### config.mk
export PLATFORM = sky130hd
export DESIGN_NAME = srl_bus_scheduler
export DESIGN_NICKNAME = d
export VERILOG_FILES = /design/src/rtl/srl_sched_pkg.sv /design/src/rtl/rr_arbiter.sv /design/src/rtl/srl_bus_scheduler.sv
export SDC_FILE = /design/constraint.sdc
export NUM_CORES = 1
export LEC_CHECK = 0
export BUFFER_PORTS_ARGS = -buffer_cell sky130_fd_sc_hd__buf_4
export CAP_MARGIN = 10
export CORE_ASPECT_RATIO = 1.1
export CORE_UTILIZATION = 23
export CTS_CLUSTER_DIAMETER = 120
export DETAILED_ROUTE_END_ITERATION = 6
export GPL_TIMING_DRIVEN = 0
export HOLD_SLACK_MARGIN = 0.08
export PLACE_DENSITY = 0.42
export SLEW_MARGIN = 20
export SYNTH_ARGS = -nofsm -noshare
export SYNTH_HDL_FRONTEND = slang
export SYNTH_SLANG_ARGS = --single-unit
export TNS_END_PERCENT = 30
### constraint.sdc
create_clock -name clk -period 3.78 [get_ports clk]
set_clock_uncertainty 0.05 [all_clocks]
set_input_delay 0.756 -clock clk [delete_from_list [all_inputs] [get_ports clk]]
set_output_delay 0.756 -clock clk [all_outputs]
set_load 0.005 [all_outputs]
### src/rtl/srl_sched_pkg.sv
// Shared types for the SRL bus scheduler: FSM state encoding, the per-stage
// tag carried alongside the delay line, and the index-width helper.
package srl_sched_pkg;

    typedef enum logic [1:0] {
        RUN   = 2'd0,
        DRAIN = 2'd1,
        DONE  = 2'd2
    } sched_state_e;

    // Requester index width: $clog2(n), but never narrower than one bit.
    function automatic int idx_width(input int n);
        return (n <= 2) ? 1 : $clog2(n);
    endfunction

    // The tag idx field is sized for the largest supported NUM_REQ (16), so the
    // struct can live in the package; narrower indices are zero-extended.
    localparam int IDX_W_MAX = 4;

    typedef struct packed {
        logic                 valid;
        logic [IDX_W_MAX-1:0] idx;
    } tag_t;

endpackage

### src/rtl/rr_arbiter.sv
// Combinational round-robin arbiter: first asserted request at or above the
// pointer, wrapping, returned as a one-hot grant plus its encoded index.
module rr_arbiter #(
    parameter int N     = 4,
    parameter int IDX_W = 2
) (
    input  logic [N-1:0]     req_i,
    input  logic [IDX_W-1:0] ptr_i,
    output logic [N-1:0]     gnt_o,
    output logic [IDX_W-1:0] idx_o,
    output logic             any_o
);

    logic [IDX_W-1:0] cand;

    always_comb begin
        gnt_o = '0;
        idx_o = '0;
        any_o = 1'b0;
        cand  = '0;
        for (int k = 0; k < N; k++) begin
            cand = IDX_W'((int'(ptr_i) + k) % N);
            if (!any_o && req_i[cand]) begin
                gnt_o[cand] = 1'b1;
                idx_o       = cand;
                any_o       = 1'b1;
            end
        end
    end

endmodule

### src/rtl/srl_bus_scheduler.sv
// Round-robin scheduler sharing one external fixed-latency SRL delay line among
// NUM_REQ requesters, with a tag pipe that routes each returned word home.
module srl_bus_scheduler
    import srl_sched_pkg::*;
#(
    parameter int NUM_REQ   = 4,
    parameter int BUS_WIDTH = 8,
    parameter int DELAY     = 4
) (
    input  logic                           clk,
    input  logic                           rst,
    input  logic [NUM_REQ-1:0]             req_valid,
    input  logic [NUM_REQ*BUS_WIDTH-1:0]   req_data,
    output logic [NUM_REQ-1:0]             req_ready,
    output logic [BUS_WIDTH-1:0]           srl_din,
    input  logic [BUS_WIDTH-1:0]           srl_dout,
    output logic [NUM_REQ-1:0]             rsp_valid,
    output logic [BUS_WIDTH-1:0]           rsp_data,
    input  logic                           drain_req,
    output logic                           drain_done,
    output logic                           busy
);

    localparam int IDX_W = idx_width(NUM_REQ);
    localparam int CNT_W = $clog2(DELAY + 1);

    sched_state_e     state_q;
    logic             drain_done_q;
    logic [IDX_W-1:0] ptr_q, ptr_d;
    logic [CNT_W-1:0] cnt_q, cnt_d;
    tag_t             tag_q [DELAY];

    logic [NUM_REQ-1:0] arb_gnt;
    logic [IDX_W-1:0]   arb_idx;
    logic               arb_any;
    logic               issue_en, xfer, retire;

    rr_arbiter #(.N(NUM_REQ), .IDX_W(IDX_W)) u_arb (
        .req_i (req_valid),
        .ptr_i (ptr_q),
        .gnt_o (arb_gnt),
        .idx_o (arb_idx),
        .any_o (arb_any)
    );

    // drain_req gates issue combinationally so no word slips in on the request cycle.
    assign issue_en  = (state_q == RUN) && !drain_req && !rst;
    assign req_ready = issue_en ? arb_gnt : '0;
    assign xfer      = issue_en && arb_any;
    assign retire    = tag_q[DELAY-1].valid;

    always_comb begin
        srl_din = '0;
        for (int i = 0; i < NUM_REQ; i++) begin
            if (req_ready[i]) srl_din = req_data[i*BUS_WIDTH +: BUS_WIDTH];
        end
    end

    always_comb begin
        rsp_valid = '0;
        for (int i = 0; i < NUM_REQ; i++) begin
            rsp_valid[i] = retire && (tag_q[DELAY-1].idx == IDX_W_MAX'(i));
        end
    end

    assign rsp_data   = srl_dout;
    assign busy       = (cnt_q != '0);
    assign drain_done = drain_done_q;

    always_comb begin
        case ({xfer, retire})
            2'b10:   cnt_d = cnt_q + CNT_W'(1);
            2'b01:   cnt_d = cnt_q - CNT_W'(1);
            default: cnt_d = cnt_q;
        endcase
        ptr_d = ptr_q;
        if (xfer) ptr_d = (arb_idx == IDX_W'(NUM_REQ - 1)) ? '0 : arb_idx + IDX_W'(1);
    end

    always_ff @(posedge clk or posedge rst) begin
        if (rst) begin
            ptr_q <= '0;
            cnt_q <= '0;
            for (int s = 0; s < DELAY; s++) tag_q[s] <= '0;
        end else begin
            ptr_q        <= ptr_d;
            cnt_q        <= cnt_d;
            tag_q[0].valid <= xfer;
            tag_q[0].idx   <= IDX_W_MAX'(arb_idx);
            for (int s = 1; s < DELAY; s++) tag_q[s] <= tag_q[s-1];
        end
    end

    // DONE is entered on the edge where the last in-flight word retires.
    always_ff @(posedge clk or posedge rst) begin
        if (rst) begin
            state_q      <= RUN;
            drain_done_q <= 1'b0;
        end else begin
            case (state_q)
                RUN: begin
                    if (drain_req) begin
                        if (cnt_d == '0) begin
                            state_q      <= DONE;
                            drain_done_q <= 1'b1;
                        end else begin
                            state_q <= DRAIN;
                        end
                    end
                end
                DRAIN: begin
                    if (cnt_d == '0) begin
                        state_q      <= DONE;
                        drain_done_q <= 1'b1;
                    end
                end
                DONE: begin
                    if (!drain_req) begin
                        state_q      <= RUN;
                        drain_done_q <= 1'b0;
                    end
                end
                default: begin
                    state_q      <= RUN;
                    drain_done_q <= 1'b0;
                end
            endcase
        end
    end

endmodule

==> results.yml <==
setup_path:
  regToRegSetupSlack_ns: 0.60
  worstReg2RegEnd: "drain_done$_DFFE_PP0P_"
  reg2reg_depth: 12
  start_kind: "register"
  cp_top_family: "compound AO/OA/AOI/OAI gates"
  setup.worst_path.end_class: "primary output"
  arrival_ns: 2.91
  critPathMaxStageDelay_ns: 0.38
  critPathSlowestCell: "dfrtp_2"
  critical_path_class: "reg -> out"
  crit_buf_inv: 5
  r2r-start: "state_q[0]$_DFFE_PP0P_"
  path_cells: "buf_6 -> clkinvlp_4 -> ha_4 -> buf_8 -> mux2i_4 -> mux2_4 -> a211o_4 -> a221oi_4 -> buf_6 -> nand2_1 -> a31oi_1 -> buf_4"
  critPathMaxFanout: 8
  cpMostUsedCell: "buf_6"
  cp.required_ns: 2.97
routing:
  vias: 1903
  antenna_left: 0
  drt-total-wl_um: 5440
  drt_pass1_iterations: 4
  avgViaCountPerCell: 4.66
  post_drt_wl_per_cell_um: 13.3
  drt_iter0_drc: 30
  drcViolationCount: 0
die:
  fp.dieH_um: 97.5
  fp-row-count: 34
  die_area_sq_um: 8650
  initial_utilization: 0.240
  ios: 73
  core_sq_um: 7960
  die_w_um: 88.8
power:
  ir_drop_mv: 0.206
  cellLeakagePower_uw: 0.00141
  powerDensity_nw_per_um2: 617
logic_synthesis:
  ys.warnings.count: 0
  yosys.area.top_type: "dfrtp_1"
  syn_inst: 217
  synthArstFlopShare: 1.00
  synth_top_area_share: 0.263
  ys_types: 48
  avgSynthCellArea_sq_um: 8.78
  ys_seq_elements: 20
  syn-num-nets: 275
  synth_edf_count: 0
  synth_area_sq_um: 1910
  synth_flop_cell: "dfrtp_1"
  yosys-top-cells-area: "dfrtp_1 26%, mux2i_1 9.5%, ha_1 6.6%"
  yosysSeqAreaShare: 0.263
cells_and_area:
  final_common_cell: "buf_4"
  area_growth_pct: 48.1
  layout_common_cells: "89 x buf_4, 19 x nand2_1, 18 x dfrtp_1, 17 x inv_1, 14 x mux2i_1"
  antenna_cells: 0
  drive_gt1_frac: 0.433
  stdcell_area_sq_um: 2820
  final_core_util: 0.355
  fin_nets: 359
sta:
  hold_viol: 0
  setup_slack_ns: 0.0641
  slew-limit-headroom: 0.496
  fmax_ghz: 0.269
  report.final.slew_viol_count: 0
  setup-violations-final: 0
  finalCriticalPeriod_ns: 3.72
  setup_tns_ns: 0
  hold-worst-slack_ns: 0.299
  fin_crit_sh: 0.983
  rsz0062_at_grt: "yes"
  worst-slew-pin-transition_ns: 0.746
placement:
  io_buffers: 64
  dpl_cell_area_sq_um: 2520
  dp_slack_ns: -0.250
  routabilityCongestion: 0.770
  hpwl_um: 4020
min_path:
  whs_path_depth: 0
  min_from: "tag_q[5]$_DFF_PP0_"
  hold_class: "reg -> reg"
  hold-path-endpoint: "tag_q[0]$_DFF_PP0_"
cts:
  cts_tree: "done"
  clock_path_buffers: 2
  cts_made_buffers: 3
  root_buffer: "clkbuf_8"
  cts_htree_levels: 1
  path_clk_slew_ns: 0.07
  clkLatencyLatePin_ns: 0.25
  cts_sinks: 20
global_routing:
  grt_pass1_vias: 1752
  grt-ovfl-total: 0
  grt_pass1_wl_um: 8500
  track_usage: 0.125
  grt_max_degree: 21
  grt_antenna_before_repair: 0
run_status:
  run_status: "completed"
flow_run:
  maxCapViolCount: 0
-- flip-flops by register name, summed over array words and instances, names as in the netlist --
name / cells
state_q: 2
cnt_q: 3
tag_q: 11
retire: 1
ptr_q: 2
drain_done: 1
-- worst max-delay path by stage --
| stage | from | end | slack [ns] | cells after the start |
|---|---|---|---|---|
| detailed placement | ptr_q[0]$_DFFE_PP0P_ | srl_din[4] | -0.25 | 12 |
| global route | ptr_q[1]$_DFFE_PP0P_ | srl_din[7] | -0.07 | 12 |
| global placement | ptr_q[0]$_DFFE_PP0P_ | srl_din[3] | -0.32 | 11 |
| finish | ptr_q[1]$_DFFE_PP0P_ | srl_din[4] | 0.06 | 12 |
| floorplan | ptr_q[0]$_DFFE_PP0P_ | srl_din[0] | 0.33 | 10 |
| CTS | rst | srl_din[3] | 0.02 | 9 |
-- synthesized netlist by cell type (all sizes together), types with 3 or more instances --
master / count
o22ai: 5
o21ai: 4
a31oi: 10
nand2: 22
a21oi: 5
nor2: 8
a21o: 4
ha: 10
o31ai: 9
nor3: 3
or3: 3
mux4: 3
buf: 19
dfrtp: 20
mux2i: 18
inv: 19
nor3b: 5
nand2b: 8
nand3: 9
and3: 3
-- cells by family (layout without fill, tap and decap cells) --
kind of cell,Yosys count,count (layout),synth area share
and+or+nand+nor,71,71,0.205
AOI/OAI and AO/OA,50,50,0.194
buffers and inverters,40,123,0.111
muxes,22,22,0.138
DFF,20,20,0.263
adders and majority gates,11,11,0.0762
xor gates and xnor gates,3,3,0.0138
-- where the power goes --
part / total [uW] / internal, uW / switching, uW / leakage [uW]
clock network: 208 / 141 / 67.2 / 0.0000357
logic: 1160 / 601 / 563 / 0.00113
registers: 369 / 307 / 62.4 / 0.000246
-- per-layer routing --
layer  wire length (um)  GRT usage  up-vias
met2               2770      0.204       38
met4                112     0.0471        0
met3                117     0.0119       12
met5                  0          0        -
met1               2440      0.167      915
li1                   -          -      938
-- repair_timing --
item                       in CTS  in global routing
resized for setup              12                 14
setup endpoints to repair      11                 11
setup buffers                   6                 10
pin swaps                       2                 12
hold buffers                    0                  0
-- metrics by stage --
| step | instances | power (uW) |
|---|---|---|
| finish | 408 | 1740 |
| global route | 408 | 1880 |
| CTS | 398 | 1580 |
| detailed placement | 389 | 1280 |
| global placement | 389 | 1290 |
| floorplan | 217 | 1010 |
-- final cells by class --
type | count | area [sq um]
fillers | 835 | 5130
multi-input cells | 157 | 1280
repair buffers | 80 | 604
flip-flops and latches | 20 | 503
plain buffers | 20 | 153
well taps | 108 | 135
inverters | 19 | 78.8
clock buffers | 3 | 41.3
clock inverters | 1 | 30.0
Note: power is estimated with default switching activity, not from simulation.
